### src/rtl/ff_pipe.sv
// ff_pipe: elastic register pipeline carrying NUM_CH signed channels through
// DEPTH register stages under a valid/ready handshake. Bubbles collapse,
// backpressure stalls only full stages, and a synchronous flush empties it.
//
// Ports:
//   Clk_CI       clock, all state updates on posedge
//   Rst_RI       asynchronous active-high reset (clears valids, data, count)
//   Flush_SI     synchronous flush, discards all held beats
//   InValid_SI   upstream beat valid
//   InReady_SO   pipe can accept a beat this cycle
//   D_DI         packed input beat, channel k at [k*DATA_WIDTH +: DATA_WIDTH]
//   OutValid_SO  output beat valid
//   OutReady_SI  downstream accepts output beat
//   Q_DO         packed output beat (registered), same packing as D_DI
//   Cnt_DO       number of valid beats held (0..DEPTH)
module ff_pipe #(
  parameter int unsigned DATA_WIDTH = 10,
  parameter int unsigned NUM_CH     = 4,
  parameter int unsigned DEPTH      = 3,
  parameter int unsigned CNT_W      = $clog2(DEPTH + 1)
) (
  input  logic                         Clk_CI,
  input  logic                         Rst_RI,
  input  logic                         Flush_SI,
  input  logic                         InValid_SI,
  output logic                         InReady_SO,
  input  logic [NUM_CH*DATA_WIDTH-1:0] D_DI,
  output logic                         OutValid_SO,
  input  logic                         OutReady_SI,
  output logic [NUM_CH*DATA_WIDTH-1:0] Q_DO,
  output logic [CNT_W-1:0]             Cnt_DO
);

  localparam int unsigned W = NUM_CH * DATA_WIDTH;

  logic [DEPTH-1:0] r_v;
  logic [W-1:0]     r_data [DEPTH];
  logic [CNT_W-1:0] r_cnt;

  logic [DEPTH-1:0] w_rdy;
  logic [DEPTH-1:0] w_vin;
  logic [W-1:0]     w_din [DEPTH];
  logic             w_acc;
  logic             w_in_hs;
  logic             w_out_hs;

  // Ready chain, walked from the output side back to the input side through
  // a running term so no vector bit depends on another bit of itself.
  always_comb begin
    w_rdy = '0;
    w_acc = OutReady_SI;
    for (int unsigned j = 0; j < DEPTH; j++) begin
      w_acc             = ~r_v[DEPTH-1-j] | w_acc;
      w_rdy[DEPTH-1-j]  = w_acc;
    end
  end

  // Source of each stage: the input port for stage 0, the previous stage otherwise.
  always_comb begin
    w_vin    = '0;
    w_vin[0] = InValid_SI & ~Flush_SI;
    w_din[0] = D_DI;
    for (int unsigned i = 1; i < DEPTH; i++) begin
      w_vin[i] = r_v[i-1];
      w_din[i] = r_data[i-1];
    end
  end

  assign InReady_SO  = w_rdy[0] & ~Flush_SI;
  assign OutValid_SO = r_v[DEPTH-1] & ~Flush_SI;
  assign Q_DO        = r_data[DEPTH-1];
  assign Cnt_DO      = r_cnt;

  assign w_in_hs  = InValid_SI & InReady_SO;
  assign w_out_hs = OutValid_SO & OutReady_SI;

  always_ff @(posedge Clk_CI or posedge Rst_RI) begin
    if (Rst_RI) begin
      r_v   <= '0;
      r_cnt <= '0;
      for (int unsigned i = 0; i < DEPTH; i++) begin
        r_data[i] <= '0;
      end
    end else begin
      for (int unsigned i = 0; i < DEPTH; i++) begin
        if (Flush_SI) begin
          r_v[i] <= 1'b0;
        end else if (w_rdy[i]) begin
          r_v[i] <= w_vin[i];
        end
        // Data only moves with a valid beat, so bubbles never toggle it;
        // a flush leaves data untouched.
        if (w_rdy[i] && w_vin[i] && !Flush_SI) begin
          r_data[i] <= w_din[i];
        end
      end

      if (Flush_SI) begin
        r_cnt <= '0;
      end else if (w_in_hs && !w_out_hs) begin
        r_cnt <= r_cnt + CNT_W'(1);
      end else if (w_out_hs && !w_in_hs) begin
        r_cnt <= r_cnt - CNT_W'(1);
      end
    end
  end

endmodule
### config.mk
export PLATFORM = sky130hd
export DESIGN_NAME = ff_pipe
export DESIGN_NICKNAME = d
export VERILOG_FILES = /design/src/rtl/ff_pipe.sv
export SDC_FILE = /design/constraint.sdc
export NUM_CORES = 1
export LEC_CHECK = 0
export CAP_MARGIN = 20
export CORE_AREA = 4 4 114 116
export DETAILED_ROUTE_END_ITERATION = 10
export DIE_AREA = 0 0 118 120
export GPL_TIMING_DRIVEN = 0
export PLACE_DENSITY = 0.68
export SYNTH_ARGS = -nofsm -noshare
export SYNTH_HDL_FRONTEND = slang
export SYNTH_SLANG_ARGS = --single-unit
### constraint.sdc
create_clock -name Clk_CI -period 4.7 [get_ports Clk_CI]
set_clock_uncertainty 0.05 [all_clocks]
set_input_delay 0.705 -clock Clk_CI [delete_from_list [all_inputs] [get_ports Clk_CI]]
set_output_delay 0.705 -clock Clk_CI [all_outputs]
set_load 0.05 [all_outputs]
==> impl_metrics.tcl, run 1 <==
set metrics [dict create \
    status "finished clean" \
    cts_sinks 125 \
    gr-usage-met2 0.251 \
    first_global_vias 3418 \
    postSynthCellCount 414 \
    syn_to_final_growth_pct 32.5 \
    die_h_um 120 \
    mappedNetlistArea_um2 5270 \
    antenna-diode-count 0 \
    post_synth.cell_area_avg_um2 12.7 \
    ir_drop_uv 330 \
    cts-buffers-inserted 17 \
    finalHoldViolations 0 \
    num-nets-final 567 \
    synth_seq_cells 125 \
    synth_mux_area_frac 0.200 \
    hold_buffers 0 \
    report.final.slew_viol_count 0 \
    clk_path_buf_depth 2 \
    clockRootBuffer "clkbuf_16" \
    worst_slew_margin_rel 0.625 \
    powerDensity_nw_per_um2 597 \
    synth-edff-count 0 \
    dpl_cell_area_um2 6360 \
    unrepaired_setup_endpoints_after_global_routing "no" \
    finalSetupViolCount 0 \
    coreArea_um2 11900 \
    gr-total-overflow 0 \
    crit_required_ns 3.94 \
    finalCriticalPeriod_ns 3.24 \
    ant_nets 0 \
    yosysSeqAreaShare 0.594 \
    tritoncts "yes" \
    cts_htree_levels 4 \
    grt_pass1_wl_um 17400 \
    synth-async-reset-ratio 1.00 \
    syn_nets 459 \
    most_common_cell_after_layout_fill_and_taps_aside "dfrtp_1" \
    initial_antenna_violation_count 0 \
    layout.cells.most_common_list "dfrtp_1, nand2_1, clkdlybuf4s50_1" \
    firstDrtPassIters 4 \
    worst_hold_path_type "flop to flop" \
    critPathArrivalTime_ns 2.49 \
    stdcell_area_um2 6980 \
    drt_iter0_markers 171 \
    synth-compound-area-share 0.00214 \
    pre_cts_slack_ns 1.43 \
    synth.distinct_cells 25 \
    peak_freq_ghz 0.308 \
    totalWireLength_um 10300 \
    timing.final.ws_setup_ns 1.46 \
    crit_path_end_kind "output pin" \
    clk_pin_slew_ns 0.05 \
    grt_start_max_net_pins 76 \
    yosys_warnings 0 \
    portBuffers 88 \
    critical_path.startpoint_type "input port" \
    cts_post_setup_buffers_inserted 0 \
    met1_usage 0.191 \
    peak_usage_layer_in_the_global_routing_report "met2" \
    synth_adder_area_share 0 \
    routedWlPerCell_um 15.1 \
    grtUsageTotal 0.158 \
    crit_type "input port to output pin" \
    remaining_drc_errors 0 \
    die-width_um 118 \
    groute.layer.met3.usage 0.0542 \
    path_max_fanout 5 \
    cap_viol_max_count 0 \
    std_cell_rows 40 \
    insertion_delay_ns 0.42 \
    start_util 0.442 \
    area_share_of_xor_xnor_cells_in_the_synthesized_design 0.00499 \
    gp_routability_congestion 0.729 \
    full_die_area_um2 14200 \
    pin_count 89 \
    postCtsResizedCells 0 \
    number_of_vias_in_the_routed_layout 3215 \
    dpl.hpwl_um 6780 \
    synth_simple_gate_area_frac 0.114 \
    synth-main-ff-cell "dfrtp_1" \
    static-leakage-power_nw 3.47 \
    max_slew.worst_pin.slew_ns 0.561 \
    final_layout_size_suffix_gt1_frac 0.312 \
    synth_top_family_by_area "multiplexers" \
    fin_crit_sh 0.690 \
    viasPerCell 4.71 \
]
## logic make-up after synthesis
logic type,after synthesis
and+or+nand+nor,143
DFF,125
muxes,80
buffers and inverters,61
xor gates and xnor gates,3
AOI/OAI and AO/OA,2
## final timing paths
kind,depth (start not counted),startpoint,endpoint,slack [ns]
worst min register to register,2,r_data[84],r_data[84],0.42
max in group asynchronous,3,Rst_RI,Q_DO[21],3.21
worst max-delay path,5,OutReady_SI,InReady_SO,1.46
min in group asynchronous,2,Rst_RI,Q_DO[36],0.66
worst min-delay path,2,r_data[84],r_data[84],0.42
worst max register to register,4,r_v[2],Q_DO[5],2.97
## cell type report
cell class / instances / area, um2
fillers: 997 / 4930
flip-flops and latches: 125 / 3130
multi-input cells: 228 / 1690
repair buffers: 89 / 908
clock buffers: 26 / 509
plain buffers: 58 / 439
well taps: 147 / 184
clock inverters: 6 / 105
inverters: 3 / 16.3
## metrics by stage
stage                     instances  TNS, ns  total power, mW  utilization  hold slack (ns)
after global routing            682        0             4.35        0.586            0.445
final                           682        0             4.17        0.586            0.420
after detailed placement        650        0             2.85        0.534            0.413
after floorplan                 414        0             2.45            -            0.396
after CTS                       682        0             4.21        0.586            0.426
after global placement          649  -123.57             2.81        0.532            0.407
## critical path: stages
cell	delay [ns]
clkdlybuf4s50_1	0.55
nor2b_4	0.07
and3_1	0.19
nor2_1	0.14
clkdlybuf4s50_1	0.82
## metal layers
metal / wire length, um / part of all wire / vias to the layer above
li1: - / - / 1519
met1: 4520 / 0.44 / 1595
met2: 5060 / 0.49 / 75
met3: 443 / 0.043 / 26
met4: 289 / 0.028 / 0
met5: 0 / 0 / -
## flip-flops by register name (all words and copies together) (netlist names)
register	cells
r_data	80
Q_DO	40
r_v	3
Cnt_DO	2
## power by group
group          total (mW)  switching (mW)  internal, mW  leakage [nW]
sequential           1.48           0.145          1.34          1.57
clock                1.34           0.444         0.901         0.304
combinational        1.34           0.702         0.637          1.60
## cells in the mapped netlist (2+ instances only)
cell        n  area (um2)
dfrtp_1   125        3130
nand2_1   123         462
buf_4      44         330
mux2_4     40         601
mux2_2     37         417
buf_2       9        45.0
nor2_1      7        26.3
buf_8       4        60.1
inv_1       3        11.3
mux2_1      3        33.8
xnor2_1     3        26.3
nand4b_1    2        17.5
nor2b_1     2        12.5
Note: power is estimated with default switching activity, not from simulation.
==> inputs of run 2 (changes only) <==
==> constraint.sdc (replaced) <==
create_clock -name Clk_CI -period 3.2 [get_ports Clk_CI]
set_clock_uncertainty 0.05 [all_clocks]
set_input_delay 0.48 -clock Clk_CI [delete_from_list [all_inputs] [get_ports Clk_CI]]
set_output_delay 0.48 -clock Clk_CI [all_outputs]
set_load 0.05 [all_outputs]
==> run 2 against run 1 <==
  * Critical endpoint unchanged
  * Power increased by 45%
  * Core utilization unchanged
  * Largest power group unchanged
  * Via count decreased by 0.93%
  * Clock power increased by 41%
==> impl_metrics.tcl, run 2 (same netlist as run 1, synthesis figures left out) <==
set metrics [dict create \
    num-nets-final 569 \
    initial_antenna_violation_count 0 \
    fin_crit_sh 0.874 \
    drt_iter0_markers 87 \
    ant_nets 0 \
    crit_path_end_kind "output pin" \
    max_slew.worst_pin.slew_ns 0.543 \
    finalHoldViolations 0 \
    path_max_fanout 5 \
    antenna-diode-count 0 \
    insertion_delay_ns 0.40 \
    clockRootBuffer "clkbuf_16" \
    cts_sinks 125 \
    largest_register_ff_count 80 \
    coreArea_um2 11900 \
    most_common_cell_after_layout_fill_and_taps_aside "dfrtp_1" \
    gp_routability_congestion 0.756 \
    power.total_mw 6.02 \
    ir_drop_uv 446 \
    cap_viol_max_count 0 \
    start_util 0.442 \
    setup_tns_ns 0 \
    final_layout_size_suffix_gt1_frac 0.317 \
    critical_path.startpoint_type "input port" \
    std_cell_rows 40 \
    remaining_drc_errors 0 \
    die-width_um 118 \
    status "finished clean" \
    report.final.slew_viol_count 0 \
    pin_count 89 \
    routedWlPerCell_um 14.2 \
    worst_slew_margin_rel 0.637 \
    r2r_slack_ns 1.48 \
    full_die_area_um2 14200 \
    first_global_vias 3489 \
    firstDrtPassIters 4 \
    fillerInstances 1001 \
    totalWireLength_um 9740 \
    gr-total-overflow 0 \
    syn_to_final_growth_pct 32.5 \
    powerDensity_nw_per_um2 863 \
    peak_freq_ghz 0.357 \
    postCtsResizedCells 0 \
    layout.cells.most_common_list "dfrtp_1, nand2_1, clkdlybuf4s50_1" \
    viasPerCell 4.66 \
    cts-buffers-inserted 17 \
    cts_post_setup_buffers_inserted 0 \
    portBuffers 88 \
    clk_pin_slew_ns 0.06 \
    crit_start "OutReady_SI" \
    hold_buffers 0 \
    unrepaired_setup_endpoints_after_global_routing "no" \
    grtUsageTotal 0.152 \
    worst_hold_path_type "input port to async pin" \
    static-leakage-power_nw 3.46 \
    tritoncts "yes" \
    dpl.hpwl_um 6790 \
    finalCriticalPeriod_ns 2.80 \
    grt_pass1_wl_um 17200 \
    cts_htree_levels 4 \
    crit_type "input port to output pin" \
    regMostFlops "r_data" \
    critPathArrivalTime_ns 2.27 \
    die_h_um 120 \
    worstReg2RegStart "r_v[2]" \
    number_of_vias_in_the_routed_layout 3185 \
    crit_required_ns 2.67 \
    grt_start_max_net_pins 44 \
    clk_path_buf_depth 2 \
    finalSetupViolCount 0 \
]
## run 2: cell count changes in the layout (fill, tap and decap cells not counted)
| cell | before | now |
|---|---|---|
| clkbuf_8 | 5 | 0 |
| clkinvlp_4 | 0 | 4 |
| buf_12 | 0 | 3 |
| clkinv_2 | 3 | 5 |
| buf_16 | 1 | 0 |
| clkbuf_1 | 5 | 4 |
| clkinv_4 | 0 | 1 |
| inv_6 | 1 | 0 |
## run 2: layout make-up
class	instances	area, um2	area share
well taps	147	184	0.0264
repair buffers	91	941	0.135
inverters	3	15.0	0.00215
clock inverters	12	146	0.0210
clock buffers	20	437	0.0626
plain buffers	58	439	0.0629
multi-input cells	228	1690	0.242
flip-flops and latches	125	3130	0.448
## run 2: final timing paths
kind                       depth (start not counted)         end
max                                                5  InReady_SO
min                                                2    Q_DO[31]
max reg2reg                                        4     Q_DO[9]
min reg2reg                                        2  r_data[88]
max in group asynchronous                          5  r_data[59]
min in group Clk_CI                                2  r_data[88]
## run 2: per-layer routing
metal	wire length [um]	share of wire	track usage	vias to the layer above
li1	-	-	-	1527
met1	4600	0.47	0.200	1578
met2	4650	0.48	0.240	70
met3	387	0.040	0.0419	10
met4	106	0.011	0.0571	0
met5	0	0	0	-
## run 2: power by group
part | leakage, nW | internal, mW | switching, mW
logic | 1.61 | 0.939 | 1.02
clock network | 0.280 | 1.22 | 0.675
registers | 1.57 | 1.97 | 0.205
## run 2: per-stage QoR
step           setup slack, ns  hold WS, ns  instances  area (um2)  utilization
6_report                 0.402        0.286        684        6980        0.586
5_1_grt                  0.324        0.283        684        6980        0.586
4_1_cts                  0.414        0.281        684        6980        0.586
3_5_place_dp             0.429        0.415        652        6390        0.537
3_3_place_gp            0.0536        0.407        649        6330        0.532
2_1_floorplan             1.13        0.396        414        5270            -
## run 2: critical path: stages
cell and delay [ns]:
clkdlybuf4s50_1 0.56, nor2b_4 0.08, and3_1 0.20, nor2_1 0.12, clkdlybuf4s50_1 0.83
